File: src/rtl/map_renderer_pkg.sv
// Shared definitions for the map renderer and its sprite palette:
// default geometry, sprite codes, 3-bit RGB colours and the renderer state enum.
package map_renderer_pkg;

    // Default geometry; the top-level parameters take these as their defaults.
    localparam int DEF_MAP_W   = 21;
    localparam int DEF_MAP_H   = 21;
    localparam int DEF_TILE_PX = 4;
    localparam int DEF_RD_LAT  = 2;

    // Sprite codes returned by the map controller.
    localparam logic [2:0] SPR_EMPTY  = 3'd0;
    localparam logic [2:0] SPR_WALL   = 3'd1;
    localparam logic [2:0] SPR_PELLET = 3'd2;
    localparam logic [2:0] SPR_PACMAN = 3'd3;
    localparam logic [2:0] SPR_GHOST  = 3'd4;
    localparam logic [2:0] SPR_POWER  = 3'd5;

    // Colours, one bit per channel in R,G,B order.
    localparam logic [2:0] COL_BLACK  = 3'b000;
    localparam logic [2:0] COL_BLUE   = 3'b001;
    localparam logic [2:0] COL_WHITE  = 3'b111;
    localparam logic [2:0] COL_YELLOW = 3'b110;
    localparam logic [2:0] COL_RED    = 3'b100;

    // Renderer sequencing states.
    typedef enum logic [2:0] {
        IDLE = 3'd0,
        ADDR = 3'd1,
        WAIT = 3'd2,
        DRAW = 3'd3,
        NEXT = 3'd4,
        DONE = 3'd5
    } render_state_t;

endpackage

File: src/rtl/map_renderer_sprite_palette.sv
// sprite_palette: combinational mapping from a sprite code and the pixel
// position inside its tile to a 3-bit colour. Shared with the HUD drawer.
module sprite_palette
    import map_renderer_pkg::*;
#(
    parameter  int TILE_PX = DEF_TILE_PX,
    localparam int PX_W    = $clog2(TILE_PX)
) (
    input  logic [2:0]      sprite,
    input  logic [PX_W-1:0] px,
    input  logic [PX_W-1:0] py,
    output logic [2:0]      colour
);

    logic inner_s;

    // Pellets light only the inner pixels so they read as a dot, not a block.
    always_comb begin
        colour  = COL_BLACK;
        inner_s = (px != {PX_W{1'b0}}) && (px != PX_W'(TILE_PX - 1)) &&
                  (py != {PX_W{1'b0}}) && (py != PX_W'(TILE_PX - 1));
        case (sprite)
            SPR_EMPTY:  colour = COL_BLACK;
            SPR_WALL:   colour = COL_BLUE;
            SPR_PELLET: begin
                if (inner_s) begin
                    colour = COL_WHITE;
                end else begin
                    colour = COL_BLACK;
                end
            end
            SPR_PACMAN: colour = COL_YELLOW;
            SPR_GHOST:  colour = COL_RED;
            SPR_POWER:  colour = COL_WHITE;
            default:    colour = COL_BLACK;
        endcase
    end

endmodule

File: src/rtl/map_renderer.sv
// map_renderer: walks every tile of the sprite map through the map controller
// read port and expands each sprite into a TILE_PX x TILE_PX block of pixel
// writes. One frame per start pulse, one-cycle done pulse at the end.
// Build option: MAP_RENDER_SKIP_EMPTY_EN - empty tiles skip the draw phase
// (no plots, 2+RD_LAT cycles per empty tile). Without it, empty tiles are
// drawn black so stale pixels get cleared.
module map_renderer
    import map_renderer_pkg::*;
#(
    parameter int MAP_W   = DEF_MAP_W,
    parameter int MAP_H   = DEF_MAP_H,
    parameter int TILE_PX = DEF_TILE_PX,
    parameter int RD_LAT  = DEF_RD_LAT
) (
    input  logic       clk,
    input  logic       reset_n,
    input  logic       start,
    output logic       busy,
    output logic       done,
    output logic [4:0] map_x,
    output logic [4:0] map_y,
    output logic       readWrite,
    input  logic [2:0] spriteOut,
    output logic [7:0] vga_x,
    output logic [6:0] vga_y,
    output logic [2:0] colour,
    output logic       plot
);

    localparam int PX_W   = $clog2(TILE_PX);
    localparam int WAIT_W = (RD_LAT > 1) ? $clog2(RD_LAT) : 1;

    // Reject geometries that do not fit the screen or the tile counters.
    if ((MAP_W * TILE_PX) > 256 || (MAP_H * TILE_PX) > 128 ||
        TILE_PX < 2 || (TILE_PX & (TILE_PX - 1)) != 0 ||
        RD_LAT < 1 || MAP_W > 32 || MAP_H > 32) begin : g_bad_params
        $error("map_renderer: unsupported MAP_W/MAP_H/TILE_PX/RD_LAT combination");
    end

    render_state_t     state_r, state_nxt_s;
    logic [PX_W-1:0]   px_r, px_nxt_s;
    logic [PX_W-1:0]   py_r, py_nxt_s;
    logic [WAIT_W-1:0] wait_cnt_r, wait_nxt_s;
    logic [2:0]        sprite_q_r, sprite_nxt_s;
    logic [4:0]        map_x_r, map_x_nxt_s;
    logic [4:0]        map_y_r, map_y_nxt_s;

    logic              busy_r, done_r, plot_r;
    logic [7:0]        vga_x_r;
    logic [6:0]        vga_y_r;
    logic [2:0]        colour_r;

    logic              busy_nxt_s, done_nxt_s, plot_nxt_s;
    logic [8:0]        pix_x_s, pix_y_s;
    logic [2:0]        palette_colour_s;

    // Next-state, tile walk and pixel counters.
    always_comb begin
        state_nxt_s  = state_r;
        px_nxt_s     = px_r;
        py_nxt_s     = py_r;
        wait_nxt_s   = wait_cnt_r;
        sprite_nxt_s = sprite_q_r;
        map_x_nxt_s  = map_x_r;
        map_y_nxt_s  = map_y_r;
        case (state_r)
            IDLE: begin
                if (start) begin
                    state_nxt_s = ADDR;
                    map_x_nxt_s = 5'd0;
                    map_y_nxt_s = 5'd0;
                end else begin
                    state_nxt_s = IDLE;
                end
            end
            ADDR: begin
                state_nxt_s = WAIT;
                wait_nxt_s  = {WAIT_W{1'b0}};
            end
            WAIT: begin
                if (wait_cnt_r == WAIT_W'(RD_LAT - 1)) begin
                    sprite_nxt_s = spriteOut;
                    px_nxt_s     = {PX_W{1'b0}};
                    py_nxt_s     = {PX_W{1'b0}};
`ifdef MAP_RENDER_SKIP_EMPTY_EN
                    if (spriteOut == SPR_EMPTY) begin
                        state_nxt_s = NEXT;
                    end else begin
                        state_nxt_s = DRAW;
                    end
`else
                    state_nxt_s  = DRAW;
`endif
                end else begin
                    wait_nxt_s = wait_cnt_r + WAIT_W'(1);
                end
            end
            DRAW: begin
                if (px_r == PX_W'(TILE_PX - 1)) begin
                    px_nxt_s = {PX_W{1'b0}};
                    if (py_r == PX_W'(TILE_PX - 1)) begin
                        py_nxt_s    = {PX_W{1'b0}};
                        state_nxt_s = NEXT;
                    end else begin
                        py_nxt_s = py_r + PX_W'(1);
                    end
                end else begin
                    px_nxt_s = px_r + PX_W'(1);
                end
            end
            NEXT: begin
                if (map_x_r == 5'(MAP_W - 1)) begin
                    map_x_nxt_s = 5'd0;
                    if (map_y_r == 5'(MAP_H - 1)) begin
                        // Last tile: park the read address back at the origin.
                        map_y_nxt_s = 5'd0;
                        state_nxt_s = DONE;
                    end else begin
                        map_y_nxt_s = map_y_r + 5'd1;
                        state_nxt_s = ADDR;
                    end
                end else begin
                    map_x_nxt_s = map_x_r + 5'd1;
                    state_nxt_s = ADDR;
                end
            end
            DONE: begin
                state_nxt_s = IDLE;
            end
            default: begin
                state_nxt_s = IDLE;
            end
        endcase
    end

    // Output values are derived from the next state so every port is a flop.
    always_comb begin
        busy_nxt_s = (state_nxt_s != IDLE);
        done_nxt_s = (state_nxt_s == DONE);
        plot_nxt_s = (state_nxt_s == DRAW);
        pix_x_s    = 9'(map_x_nxt_s) * 9'(TILE_PX) + 9'(px_nxt_s);
        pix_y_s    = 9'(map_y_nxt_s) * 9'(TILE_PX) + 9'(py_nxt_s);
    end

    sprite_palette #(
        .TILE_PX (TILE_PX)
    ) u_palette (
        .sprite (sprite_nxt_s),
        .px     (px_nxt_s),
        .py     (py_nxt_s),
        .colour (palette_colour_s)
    );

    // Sequencer state, counters and tile address registers.
    always_ff @(posedge clk) begin
        if (!reset_n) begin
            state_r    <= IDLE;
            px_r       <= {PX_W{1'b0}};
            py_r       <= {PX_W{1'b0}};
            wait_cnt_r <= {WAIT_W{1'b0}};
            sprite_q_r <= 3'd0;
            map_x_r    <= 5'd0;
            map_y_r    <= 5'd0;
        end else begin
            state_r    <= state_nxt_s;
            px_r       <= px_nxt_s;
            py_r       <= py_nxt_s;
            wait_cnt_r <= wait_nxt_s;
            sprite_q_r <= sprite_nxt_s;
            map_x_r    <= map_x_nxt_s;
            map_y_r    <= map_y_nxt_s;
        end
    end

    // Registered status and pixel outputs; pixel data only moves when plotting.
    always_ff @(posedge clk) begin
        if (!reset_n) begin
            busy_r   <= 1'b0;
            done_r   <= 1'b0;
            plot_r   <= 1'b0;
            vga_x_r  <= 8'd0;
            vga_y_r  <= 7'd0;
            colour_r <= 3'd0;
        end else begin
            busy_r <= busy_nxt_s;
            done_r <= done_nxt_s;
            plot_r <= plot_nxt_s;
            if (plot_nxt_s) begin
                vga_x_r  <= 8'(pix_x_s);
                vga_y_r  <= 7'(pix_y_s);
                colour_r <= palette_colour_s;
            end else begin
                vga_x_r  <= vga_x_r;
                vga_y_r  <= vga_y_r;
                colour_r <= colour_r;
            end
        end
    end

    assign busy      = busy_r;
    assign done      = done_r;
    assign plot      = plot_r;
    assign map_x     = map_x_r;
    assign map_y     = map_y_r;
    assign vga_x     = vga_x_r;
    assign vga_y     = vga_y_r;
    assign colour    = colour_r;
    assign readWrite = 1'b0;

endmodule
File: config.mk
export PLATFORM = sky130hd
export DESIGN_NAME = map_renderer
export DESIGN_NICKNAME = d
export VERILOG_FILES = /design/src/rtl/map_renderer_pkg.sv /design/src/rtl/map_renderer_sprite_palette.sv /design/src/rtl/map_renderer.sv
export SDC_FILE = /design/constraint.sdc
export NUM_CORES = 1
export LEC_CHECK = 0
export BUFFER_PORTS_ARGS = -buffer_cell sky130_fd_sc_hd__buf_2
export CAP_MARGIN = 25
export CORE_UTILIZATION = 40
export DETAILED_ROUTE_END_ITERATION = 8
export GPL_ROUTABILITY_DRIVEN = 1
export MAX_ROUTING_LAYER = met4
export PLACE_DENSITY = 0.6
export SYNTH_ARGS = -nofsm -noshare
export SYNTH_HDL_FRONTEND = slang
export SYNTH_SLANG_ARGS = --single-unit
File: constraint.sdc
create_clock -name clk -period 2.4 [get_ports clk]
set_input_delay 0.36 -clock clk [delete_from_list [all_inputs] [get_ports clk]]
set_output_delay 0.36 -clock clk [all_outputs]
set_load 0.02 [all_outputs]
==> results by group <==
Run status
  • Outcome: finished, final reports clean

Global routing
  • Gr usage total: 18.7%
  • Gr ovfl total: 0
  • Initial antenna violation count: 0
  • First-pass GRT wire length: 7330 µm
  • Vias in the first global route: 1552
  • Largest net degree at the start of global routing: 19

Synth
  • Fraction of registers with async set or reset after synthesis: 0%
  • Yosys reg bits: 41
  • Post-synthesis cell type count: 55
  • Largest area contributor in the netlist: dfxtp_1
  • Synth top area share: 41.4%
  • Post-synth top cells: dfxtp_1 (41), nor2_1 (36), a21oi_1 (16)
  • Seq/Total Area, Yosys: 41.4%
  • Most frequent cell after synthesis: dfxtp_1
  • Prevailing post-synth register cell: dfxtp_1
  • Avg Inst Size Synth: 8.73 µm²
  • Synth Instances: 227
  • Number of flops mapped to enable cells by yosys: 0
  • Mapped Area: 1980 µm²
  • Synth top area cells: dfxtp_1 (41%), nor2_1 (6.8%), a21oi_1 (4.0%), ha_1 (3.8%), o21ai_0 (3.8%)
  • Yosys warnings: 0

Detailed routing
  • Final ANT Viol Nets: 0
  • DR DRC count: 0
  • DR iter-0 viols: 126
  • Avg Vias per Cell: 5.15
  • DR WL/cell: 13.4 µm
  • DRT Pass-1 Iters: 4
  • Via count: 1703
  • Aggregate routed wire length: 4430 µm

Clock tree
  • Clk buf depth: 2
  • Total CTS buffers: 5
  • Clk root buf: clkbuf_8
  • Clock Latency Late Sink: 0.29 ns
  • TritonCTS clock tree: built
  • Post-CTS resize count: 0
  • CTS Sinks: 41
  • Post-CTS setup buffers: 0
  • Hold_buf cts: 0
  • Reg clk slew, reported paths: 0.08 ns
  • H-tree depth: 2

Worst hold path
  • Worst Hold Class: in -> reg
  • HP Start: spriteOut[0]
  • WHS Path Cells: 3

Floorplanning
  • Core Region: 4750 µm²
  • Initial Util: 41.7%
  • Die area: 5240 µm²
  • Die H: 72.4 µm
  • Die Width: 72.4 µm
  • FP Rows: 25
  • Top Ports: 38

Critical path
  • Worst R2R Path Depth: 6
  • Worst path arrival time: 2.40 ns
  • Worst path slowest cell: dfxtp_1
  • Reg2reg setup slack: 0.22 ns
  • Worst reg2reg path endpoint: colour[2]$_SDFFE_PN0P_
  • CP cell instances: nand3b_4, or3_1, a21boi_4, xor2_1, or4_4, a211oi_2
  • End of the critical path: colour[2]$_SDFFE_PN0P_
  • Worst Setup SP: state_r[0]$_SDFF_PN0_
  • Crit path kind: reg -> reg
  • Worst setup SP type: flop
  • Req. time, crit path: 2.62 ns
  • Biggest cell delay along the critical path: 0.62 ns
  • FF-to-FF Start: state_r[0]$_SDFF_PN0_
  • Max FO, Critical Path: 11
  • Crit end category: flop

Timing
  • Post-layout min period: 2.18 ns
  • Worst Skew: 0.00458 ns
  • Tcrit/Tclk final: 90.9%
  • Worst-Margin Slew: 0.539 ns
  • Slew Limit Fails: 0
  • Final setup viols: 0
  • RSZ-0062 raised after global routing: no
  • Setup_tns: 0 ns
  • Max transition margin: 63.9%
  • Hold Vio Cnt, Final: 0
  • Fin Hold WS: 0.377 ns
  • Maximum clock rate: 459 MHz

Power and ir drop
  • VDD IR max: 0.000399 V
  • Cell area power density: 616 nW/µm²
  • LEAKAGE: 1.02 nW

Layout
  • Layout area overhead: 17.7%
  • Final #Nets: 275
  • # diodes: 0
  • Share of cells above drive strength 1: 23.5%

Placed design
  • Port Buffers: 35
  • Placer Congestion: 0.780
  • Placed wire-length estimate: 3190 µm

Run
  • Max Cap Violations: 0
==> worst min path at each step <==
stage | end | slack, ns
global placement | vga_y[0]$_SDFFE_PN0P_ | 0.47
floorplan | state_r[2]$_SDFF_PN0_ | 0.48
detailed placement | vga_x[0]$_SDFFE_PN0P_ | 0.46
finish | sprite_q_r[0]$_SDFF_PN0_ | 0.38
global route | sprite_q_r[0]$_SDFF_PN0_ | 0.39
CTS | sprite_q_r[0]$_SDFF_PN0_ | 0.38
==> routing by layer <==
metal	GRT usage [%]	vias up	share of wire, %
li1	-	866	-
met1	23.5	797	47
met2	30.1	36	49
met3	4.17	4	3.4
met4	5.23	0	0.93
met5	-	-	0
==> stage by stage <==
step / total power (W) / utilization, % / instance area [µm²] / worst slack, ns / cells
6_report: 0.00144 / 49.1 / 2330 / 0.219 / 331
5_1_grt: 0.00150 / 49.1 / 2330 / 0.0963 / 331
4_1_cts: 0.00145 / 49.1 / 2330 / 0.207 / 331
3_5_place_dp: 0.000867 / 46.5 / 2210 / 0.237 / 323
3_3_place_gp: 0.000867 / 46.5 / 2210 / 0.286 / 323
2_1_floorplan: 0.000833 / - / 1990 / 0.398 / 228
==> worst max-delay path: cells and delay by family (launching register included) <==
kind / cells / cell delay [ns]
DFF: 1 / 0.62
and+or+nand+nor: 3 / 0.99
AOI/OAI and AO/OA: 2 / 0.33
xor gates and xnor gates: 1 / 0.16
==> cells in the final DEF (no fill, tap or decap), types with 3 or more instances in the layout <==
master    Yosys  layout
ha_1          6       6
buf_2         2      35
a211oi_1      3       3
nand2_1       8       8
mux2i_1       4       4
and2_1        9       9
and3_1        3       3
clkbuf_8      0       6
a21oi_1      16      16
nor3_1        8       8
nand4_1       3       3
nand3_1       6       6
inv_1         8       8
o21ai_0      15      15
buf_4         3       6
nor2_1       36      36
dfxtp_1      41      41
==> flip-flops by register name, summed over array words and instances, names as in the netlist <==
signal      cells
vga_x           7
vga_y           7
map_x           5
map_y           5
colour          3
sprite_q_r      3
state_r         3
px_r            2
py_r            2
busy            1
done            1
plot            1
wait_cnt_r      1
==> layout make-up <==
type	count	area [µm²]
well taps	67	83.8
multi-input cells	166	1060
clock buffers	6	82.6
clock inverters	2	37.5
inverters	8	30.0
flip-flops and latches	41	821
repair buffers	41	220
fillers	490	2420
==> power by group <==
part / switching, W / total [W] / internal [W]
sequential: 0.0000195 / 0.000720 / 0.000700
combinational: 0.0000825 / 0.000131 / 0.0000489
clock: 0.000246 / 0.000584 / 0.000338
total: 0.000348 / 0.00144 / 0.00109
==> kinds of logic (layout without fill, tap and decap cells) <==
family | after synthesis | after routing | synth area share (%)
AOI/OAI and AO/OA | 56 | 56 | 19.3
xor gates and xnor gates | 4 | 4 | 1.77
buffers and inverters | 21 | 57 | 5.43
muxes | 6 | 6 | 3.16
adders and majority gates | 6 | 6 | 3.79
and+or+nand+nor | 92 | 92 | 24.9
DFF | 41 | 41 | 41.4
other | 1 | 2 | 0.189
Power figures use the tool's default switching activity.
